**src/rtl/alu_exec_wb.sv**
```systemverilog
// Execute/writeback stage around a 19-bit combinational ALU: registers one op into the ALU,
// captures the 38-bit result, then writes it back (two beats for MUL), flagging DIV/0 and illegal ops.
module alu_exec_wb #(
  parameter int DATA_W = 19,
  parameter int OP_W   = 5,
  parameter int RA_W   = 4
) (
  input  logic                clk,
  input  logic                rst,
  input  logic                in_valid,
  output logic                in_ready,
  input  logic [OP_W-1:0]     in_opcode,
  input  logic [RA_W-1:0]     in_rd,
  input  logic [DATA_W-1:0]   in_a,
  input  logic [DATA_W-1:0]   in_b,
  output logic [DATA_W-1:0]   alu_a,
  output logic [DATA_W-1:0]   alu_b,
  output logic [OP_W-1:0]     alu_opcode,
  input  logic [2*DATA_W-1:0] alu_result,
  output logic                wb_en,
  output logic [RA_W-1:0]     wb_addr,
  output logic [DATA_W-1:0]   wb_data,
  output logic                flag_zero,
  output logic                flag_dz,
  output logic                flag_ill,
  output logic                done
);

  typedef enum logic [1:0] {IDLE, EXEC, WB_LO, WB_HI} state_t;

  localparam logic [OP_W-1:0] OP_MUL  = OP_W'(2);
  localparam logic [OP_W-1:0] OP_DIV  = OP_W'(3);
  localparam logic [OP_W-1:0] OP_LAST = OP_W'(9);

  state_t              state_q, state_d;
  logic [RA_W-1:0]     rd_q;
  logic [2*DATA_W-1:0] res_q;
  logic                mul_q;
  logic                accept;
  logic                suppress;
  logic                go_hi;
  logic                exec_mul;

  assign accept   = in_valid && in_ready;
  assign suppress = flag_dz || flag_ill;
  // A legal MUL needs a second writeback beat, so WB_LO cannot hand over to a new op.
  assign go_hi    = mul_q && !suppress;
  assign exec_mul = (alu_opcode == OP_MUL);

  // NOTE: every output of this block gets a default first so no path infers a latch.
  always_comb begin
    state_d  = state_q;
    in_ready = 1'b0;
    wb_en    = 1'b0;
    wb_addr  = '0;
    wb_data  = '0;
    done     = 1'b0;
    unique case (state_q)
      IDLE: begin
        in_ready = 1'b1;
        if (accept) state_d = EXEC;
      end
      EXEC: state_d = WB_LO;
      WB_LO: begin
        wb_en   = !suppress;
        wb_addr = rd_q;
        wb_data = res_q[DATA_W-1:0];
        if (go_hi) begin
          state_d = WB_HI;
        end else begin
          in_ready = 1'b1;
          done     = 1'b1;
          state_d  = accept ? EXEC : IDLE;
        end
      end
      WB_HI: begin
        in_ready = 1'b1;
        wb_en    = 1'b1;
        wb_addr  = rd_q + RA_W'(1);
        wb_data  = res_q[2*DATA_W-1:DATA_W];
        done     = 1'b1;
        state_d  = accept ? EXEC : IDLE;
      end
      default: state_d = IDLE;
    endcase
  end

  // NOTE: sequential state uses non-blocking assignments so all registers update together.
  always_ff @(posedge clk or posedge rst) begin
    if (rst) begin
      state_q    <= IDLE;
      alu_a      <= '0;
      alu_b      <= '0;
      alu_opcode <= '0;
      rd_q       <= '0;
      res_q      <= '0;
      mul_q      <= 1'b0;
      flag_zero  <= 1'b0;
      flag_dz    <= 1'b0;
      flag_ill   <= 1'b0;
    end else begin
      state_q <= state_d;
      if (accept) begin
        alu_a      <= in_a;
        alu_b      <= in_b;
        alu_opcode <= in_opcode;
        rd_q       <= in_rd;
      end
      if (state_q == EXEC) begin
        res_q     <= alu_result;
        mul_q     <= exec_mul;
        flag_zero <= exec_mul ? (alu_result == '0) : (alu_result[DATA_W-1:0] == '0);
        flag_dz   <= (alu_opcode == OP_DIV) && (alu_b == '0);
        flag_ill  <= (alu_opcode > OP_LAST);
      end
    end
  end

endmodule

```
**config.mk**
```make
export PLATFORM = sky130hd
export DESIGN_NAME = alu_exec_wb
export DESIGN_NICKNAME = d
export VERILOG_FILES = /design/src/rtl/alu_exec_wb.sv
export SDC_FILE = /design/constraint.sdc
export NUM_CORES = 1
export LEC_CHECK = 0
export CAP_MARGIN = 10
export CELL_PAD_IN_SITES_DETAIL_PLACEMENT = 1
export CELL_PAD_IN_SITES_GLOBAL_PLACEMENT = 1
export CORE_MARGIN = 2
export CORE_UTILIZATION = 35
export CTS_BUF_LIST = sky130_fd_sc_hd__clkbuf_8
export DETAILED_ROUTE_END_ITERATION = 12
export GPL_TIMING_DRIVEN = 0
export PLACE_DENSITY = 0.87
export RECOVER_POWER = 100
export REMOVE_ABC_BUFFERS = 1
export SYNTH_ARGS = -nofsm -noshare
export SYNTH_HDL_FRONTEND = slang
export SYNTH_SLANG_ARGS = --single-unit
```
**constraint.sdc**
```tcl
create_clock -name clk -period 3.7 [get_ports clk]
set_input_delay 0.74 -clock clk [delete_from_list [all_inputs] [get_ports clk]]
set_output_delay 0.74 -clock clk [all_outputs]
set_load 0.005 [all_outputs]
```
# Word-level counts from Yosys, hierarchy flattened
# Cells that the tools add are included.
# totals
in_bits	88
register_bits	91
output_inout_bits	72
word_cells	39
# op_classes
n_lt_le_gt_ge	1
n_eq_ne	6
n_reduce_logical	10
mux	11
add_sub_neg	1
# ops
op	n
zero test 19 bit	2
zero test 38 bit	1
case mux 19 bit (2 select lines)	1
equality test 5 x 2 -> 1 bit, second input constant	2
case mux 2 bit (4 select lines)	1
case mux 4 bit (2 select lines)	1
case mux 1 bit (2 select lines)	3
greater-than comparator 5 x 4 -> 1 bit, second input constant	1
adder 4 x 1 -> 4 bit, second input constant	1
equality test 2 bit, second input constant	2
2-to-1 mux 2 bit	2
logical AND 1 bit	3
2-to-1 mux 1 bit	3
equality test 2 x 1 -> 1 bit, second input constant	1
zero test 2 bit	1
!= test 2 bit, second input constant	1
OR reduction 2 bit	1
zero test 1 bit	1
logical OR 1 bit	1

# Longest topological paths before layout
# Gate-level depths: netlist (run 1).
# depth
word_depth	9
depth_mapped	9
mapped_depth_nobuf	6

# Worst setup path before layout (run 1)
# OpenSTA, ideal clock, no wires.
# synth_timing
kind	register to output
startpoint	register state_q[0]
endpoint	output port done
path_slack_ps	1674
stages_incl_launch_ff	7
required_time_ps	2960
path_buffers	2
t_arrival_ps	1286
cell_sequence	dfrtp_1 > inv_1 > ha_1 > buf_2 > buf_1 > inv_1 > o21bai_1
# synth_between
elab_chain_len	2
elab_cells_between_ends	3
cone_classes	2 x eq/ne; 1 x mux
# synth_rtl
item	line_no	rtl
start: declaration	35	state_t state_q, state_d;
start signal: assignment	102	state_q <= state_d;
equality test 2 bit	58	unique case (state_q)
case mux 1 bit (2 select lines) *	58	
end: declaration	26	output logic done
# Every way passes the cells marked *; elsewhere a longest branch is shown, timed or not.

# Worst setup path in the final report (run 1)
# layout_timing
startpoint	register state_q[0]
endpoint	output port wb_addr[0]
# layout_between
elab_chain_len	2
elab_cells_between_ends	3
cone_classes	2 x eq/ne; 1 x mux
# layout_rtl
item	line_no	rtl
equality test 2 bit	58	
case mux 4 bit (2 select lines) *	58	
end: declaration	21	output logic [RA_W-1:0] wb_addr,
# Marked as above.

==> results.md, run 1 <==
- Hold path endpoint: alu_a[11]
- Vert. Die Dim: between 100 and 150 um
- Commonest non-fill, non-tap cells in the layout: dfrtp_1, clkdlybuf4s50_1, mux2_2
- LEAKAGE: about 0.0025 uW
- Area delta synth->final: 49.7%
- Async SR Flop Fraction: 100%
- Placed cell areas: ~5700 um2
- Max Slew Vio Count: 87
- Starting Density: a little over a third
- PortBufs: between 150 and 200
- Final wirelength: ~11 mm
- Final nets: roughly 530
- Pwr Total: a little under 5000 uW
- Worst Path Max Fanout: 26
- Final hold vios: 0
- Initial DRC Count: 84
- Met3 Wirelength: slightly below 1 mm
- Mean post-synth cell area: 14.3 um2
- Largest net degree at the start of global routing: 47
- Commonest non-fill, non-tap cell in the layout: dfrtp_1
- Die area: ~12000 um2
- Synth Warn #: 0
- Root Driver: clkbuf_8
- Total global-route track usage: a little under a fifth
- Crit-path max cell delay: about 0.93 ns
- Worst Tran Pin Value: 2.15 ns
- DR top layer: met4
- Sequential area share after synthesis: just under 60%
- Worst Setup Start Kind: flip-flop
- Outcome: complete, but fails checks
- CTS H-tree lvls: 3
- Setup TNS: 0 ns
- CTS tree: done
- Synth cell types: 34
- Final min period: roughly 3.3 ns
- Post-layout util: a little over half
- First-pass GRT wire length: ~17 mm
- RSZ-0062 raised after global routing: no
- Global route total overflow: 0
- Post-Syn Instances: 276
- Worst hold start: alu_a[11]
- Met1 Wirelength: ~4.4 mm
- Failing checks: max-capacitance violations, max-slew violations
- Reg2Reg Setup Slack: ~0.46 ns
- CORE AREA: 10900 um2
- DR vias: just under 3k
- Reg-to-reg endpoint: alu_b[7]
- Finished Cell Area: ~5900 um2
- Row count: 38
- Post-DP HPWL: 8.08 mm
- Gpl congestion: approximately 0.74
- Post-cts hold buffer count: 0
- Clk slew on worst S/H paths: 0.09 ns
- Initial antenna violation count: 0
- Met2 WL: roughly 5.2 mm
- Cts bufs inserted: 9
- Main synth FF type: dfrtp_1
- Fmax: between 0.2 and 0.3 GHz
- CP endpoint kind: output port
- Cells along the critical path: ha_1 > mux2_2 > dlygate4sd3_1
- Setup Buffers After CTS: 0
- Max_slew headroom: -43.8%
- Synth Register Bits: 91
- Tcrit/Tclk final: roughly nine tenths
- Max_cap viols: 2
- Netlist Area Pre-Place: slightly below 4000 um2
- Worst Clk Skew: 0.0104 ns
- Routed WL per cell: 18.5 um
- Pre-Repair DR Iteration Count: 4
- Io pins: 160
- Maximum vdd drop: roughly 0.00033 V
- DIE WIDTH: about 110 um
- Clk_lat worst skew: around 0.35 ns
- Setup-failing EPs final: 0
- Fin Hold WS: 0.489 ns
- Hold path cells: 1
- Vias per inst: slightly above 5
- HP Class: flip-flop to flip-flop
- Number of flops mapped to enable cells by yosys: 0
- Pwr/cell area: 820 nW/um2
- Critical path type: flip-flop to output port
- Clk sink count: slightly above 90
- WP data arrival: approximately 2.6 ns
- DRC: 0
- R2R cell count: 7
- Vias in the first global route: 3232
- Clock buffer depth: 2
- ANT cells: 0
- Slowest cell on the critical path: ha_1
- R2R Path Start: state_q[0]
- Share of layout cells above drive strength 1: a little under a quarter
- Routed Antenna Nets: 0
- Data required time of the worst path: just under 3 ns
## synth_stat cells (2+ instances only)
| master | instances | share of area, % |
|---|---|---|
| dfrtp_1 | 91 | 58 |
| mux2_2 | 79 | 23 |
| a22o_1 | 22 | 4.9 |
| nor4_1 | 12 | 1.9 |
| buf_2 | 7 | 0.89 |
| inv_1 | 7 | 0.67 |
| mux2_1 | 7 | 2.0 |
| ha_1 | 6 | 1.9 |
| a21oi_1 | 5 | 0.63 |
| clkbuf_1 | 5 | 0.48 |
| nor2_1 | 3 | 0.29 |
| nor2b_1 | 3 | 0.48 |
| nor4b_1 | 3 | 0.67 |
| o21ai_0 | 3 | 0.38 |
| buf_1 | 2 | 0.19 |
| nand4_1 | 2 | 0.32 |
| o41ai_1 | 2 | 0.44 |
## metal layers
metal  vias to the layer above  global-route usage [%]
li1                       1341                       -
met1                      1491                    22.0
met2                       111                    30.0
met3                        15                    6.47
met4                         0                    6.16
met5                         -                       0
## worst max path at each step
stage               start         end  slack (ns)  cells past startpoint
2_1_floorplan  state_q[0]    alu_a[0]        0.30                      5
3_3_place_gp          rst    alu_a[5]       -0.83                      2
3_5_place_dp   state_q[0]   alu_b[14]        0.41                      7
4_1_cts        state_q[0]    in_ready        0.06                      5
5_1_grt        state_q[0]  wb_addr[0]        0.21                      3
6_report       state_q[0]  wb_addr[0]        0.36                      3
## where the power goes
| part | total [uW] | switching, uW | internal [uW] |
|---|---|---|---|
| logic | 2340 | 888 | 1460 |
| registers | 1820 | 316 | 1500 |
| clock network | 683 | 352 | 331 |
## layout make-up
class,count,area [um2]
clock buffer,10,138
clock inverter,6,65.1
fill,1114,5030
inverter,7,27.5
multi-input combinational,162,1560
sequential,91,2280
tap,140,175
timing repair buffer,164,1670
## kinds of logic after synthesis
logic type	count (synthesis)	share of synthesized area, %
muxes	86	24.5
adders and majority gates	6	1.90
buffers and inverters	23	2.69
AOI/OAI and AO/OA	37	7.26
and+or+nand+nor	31	5.48
DFF	91	57.7
xor gates and xnor gates	2	0.444
## registers in the layout (all words and copies together), names as in the netlist
name	cells
res_q	38
rd_q	4
flag_ill	1
alu_b	19
state_q	2
alu_a	19
alu_opcode	5
flag_dz	1
flag_zero	1
mul_q	1
## critical path, delay by kind of cell, from the launching register on
kind	cells	cell delay (ns)
adders and majority gates	1	0.93
buffers and inverters	1	0.57
DFF	1	0.45
muxes	1	0.30
## timing repair
action	CTS	global route
hold endpoints to repair	0	0
endpoints found under the setup margin	0	1
gates resized for setup	0	1
## stage by stage
stage / worst slack [ns] / instances
2_1_floorplan: 0.300 / 260
3_3_place_gp: -0.830 / 559
3_5_place_dp: 0.408 / 564
4_1_cts: 0.0598 / 580
5_1_grt: 0.206 / 580
6_report: 0.358 / 580
Note: power is estimated with default switching activity, not from simulation.
==> inputs of run 2 (changes only) <==
--- a/config.mk
+++ b/config.mk
@@ -13,9 +13,9 @@
 export CTS_BUF_LIST = sky130_fd_sc_hd__clkbuf_8
 export DETAILED_ROUTE_END_ITERATION = 12
 export GPL_TIMING_DRIVEN = 0
+export HOLD_SLACK_MARGIN = 0.02
 export PLACE_DENSITY = 0.87
 export RECOVER_POWER = 100
-export REMOVE_ABC_BUFFERS = 1
 export SYNTH_ARGS = -nofsm -noshare
 export SYNTH_HDL_FRONTEND = slang
 export SYNTH_SLANG_ARGS = --single-unit
==> results.md, run 2 (synthesis gave the netlist of run 1 again) <==
- WP data arrival: 2.65 ns (+0.05 ns)
- First-pass GRT wire length: 17.8 mm (+6.6%)
- Max Slew Vio Count: 52 (-40%)
- Clk_lat worst skew: 0.36 ns (about the same)
- Global route total overflow: 0 (unchanged)
- Pre-Repair DR Iteration Count: 4 (unchanged)
- LEAKAGE: 0.00250 uW (+1.1%)
- Final wirelength: 11.5 mm (+7.4%)
- Setup TNS: 0 ns (unchanged)
- Setup Buffers After CTS: 0 (unchanged)
- HP Class: flip-flop to flip-flop
- CORE AREA: 10900 um2 (unchanged)
- Initial antenna violation count: 0 (unchanged)
- Data required time of the worst path: 2.96 ns (about the same)
- Vias per inst: 5.09 (-0.27%)
- Pwr/cell area: 840 nW/um2 (+2.4%)
- Slowest cell on the critical path: dlygate4sd3_1
- Cells along the critical path: inv_1 > ha_1 > buf_2 > clkbuf_1 > inv_1 > o21bai_1 > dlygate4sd3_1
- Setup ws final: 0.307 ns (-0.0503 ns)
- Vias in the first global route: 3415 (+5.7%)
- CP dominant cell by count: inv_1
- Vert. Die Dim: 110 um (unchanged)
- Row count: 38 (unchanged)
- Post-cts resize count: 0 (unchanged)
- Failing checks: max-capacitance violations, max-slew violations
- Cell family with most CP delay: buffers and inverters
- Synthesized Nets: 370
- Post-cts hold buffer count: 0 (unchanged)
- DRC: 0 (unchanged)
- Critical path type: flip-flop to output port
- Gpl congestion: 0.795 (+8.1%)
- Commonest non-fill, non-tap cells in the layout: dfrtp_1, clkdlybuf4s50_1, mux2_2
- Cts bufs inserted: 9 (unchanged)
- CP endpoint kind: output port
- Final hold vios: 0 (unchanged)
- Clk sink count: 91 (unchanged)
- Tcrit/Tclk final: 91.7% (+1.4 points)
- RSZ-0062 raised after global routing: no
- Share of layout cells above drive strength 1: 21.0% (-2.2 points)
- Buffers and inverters on the worst path: 5 (+4)
- Largest regs: res_q (38), alu_a (19), alu_b (19)
- Die area: 12100 um2 (unchanged)
- Fmax: 0.295 GHz (-1.5%)
- Initial DRC Count: 66 (-21%)
- Clk slew on worst S/H paths: 0.09 ns (about the same)
- Largest net degree at the start of global routing: 53 (+13%)
- Crit-path max cell delay: 0.59 ns (-0.34 ns)
- PortBufs: 159 (unchanged)
- Outcome: complete, but fails checks
- Maximum vdd drop: 0.000345 V (+4.6%)
- Post-DP HPWL: 8.91 mm (+10%)
- DR vias: 3011 (+1.8%)
- ANT cells: 0 (unchanged)
- Routed Antenna Nets: 0 (unchanged)
- Total global-route track usage: 19.5% (+1.4 points)
- Worst Path Max Fanout: 10 (-62%)
- Final min period: 3.39 ns (+0.0503 ns)
- Fin Hold WS: 0.487 ns (-0.00216 ns)
- Starting Density: 36.1% (unchanged)
- Filler cell count: 1130 (+1.4%)
- Clock buffer depth: 2 (unchanged)
- Setup-failing EPs final: 0 (unchanged)
- Root Driver: clkbuf_8
- Final nets: 541 (+2.3%)
- Area delta synth->final: 50.9%
- DIE WIDTH: 110 um (unchanged)
- Place WS: 0.731 ns (+0.322 ns)
- Worst Setup Start Kind: flip-flop
- Routed WL per cell: 19.4 um (+5.3%)
- CTS tree: done
- Worst Clk Skew: 0.0146 ns (+0.00421 ns)
- Commonest non-fill, non-tap cell in the layout: dfrtp_1
- Flip-flop count of the largest register after layout: 38 (unchanged)
- CTS H-tree lvls: 3 (unchanged)
- Worst Tran Pin Value: 1.99 ns (-0.153 ns)
- Io pins: 160 (unchanged)
- Largest register by flop count: res_q
- Max_cap viols: 1 (-1)
- Max_slew headroom: -32.9% (+11 points)
-- run 2: cell count changes in the layout (fill, tap and decap cells not counted), moves of 2 or more --
cell / previous run / this run
clkbuf_1: 1 / 14
clkinv_2: 2 / 0
buf_8: 3 / 0
bufinv_16: 1 / 3
-- run 2: power by group --
part / internal [uW] / switching (uW) / total, uW
registers: 1500 / 323 / 1830
logic: 1410 / 914 / 2320
clock network: 490 / 363 / 853
total: 3400 / 1600 / 5000
-- run 2: metal layers --
layer	wire length (um)	vias to the layer above	global-route usage [%]
met5	0	-	0
met4	168	0	6.43
met3	715	14	4.82
met2	6100	97	35.4
met1	4530	1538	22.5
li1	-	1362	-
-- run 2: layout make-up --
type | count | area, um2 | share of cell area [%]
inverters | 7 | 26.3 | 0.441
plain buffers | 16 | 61.3 | 1.03
clock inverters | 5 | 108 | 1.81
flip-flops and latches | 91 | 2280 | 38.2
multi-input cells | 162 | 1550 | 25.9
clock buffers | 11 | 151 | 2.54
repair buffers | 160 | 1610 | 27.1
well taps | 140 | 175 | 2.94
-- run 2: metrics by stage --
| step | util [%] | cell area [um2] | cells | power, uW |
|---|---|---|---|---|
| 2_1_floorplan | - | 3950 | 276 | 3070 |
| 3_3_place_gp | 52.3 | 5710 | 575 | 4280 |
| 3_5_place_dp | 52.5 | 5740 | 576 | 4420 |
| 4_1_cts | 54.8 | 6000 | 592 | 5290 |
| 5_1_grt | 54.5 | 5960 | 592 | 5350 |
| 6_report | 54.5 | 5960 | 592 | 5000 |
-- run 2: worst paths after layout --
path | cells past startpoint | to | slack, ns | start
worst min register to register | 1 | alu_a[9] | 0.49 | alu_a[9]
worst min-delay path | 1 | alu_a[9] | 0.49 | alu_a[9]
worst max-delay path | 7 | done | 0.31 | state_q[0]
worst max register to register | 7 | alu_a[6] | 0.39 | state_q[0]
min in group asynchronous | 2 | res_q[14] | 1.51 | rst
max in group asynchronous | 2 | alu_a[18] | 1.04 | rst
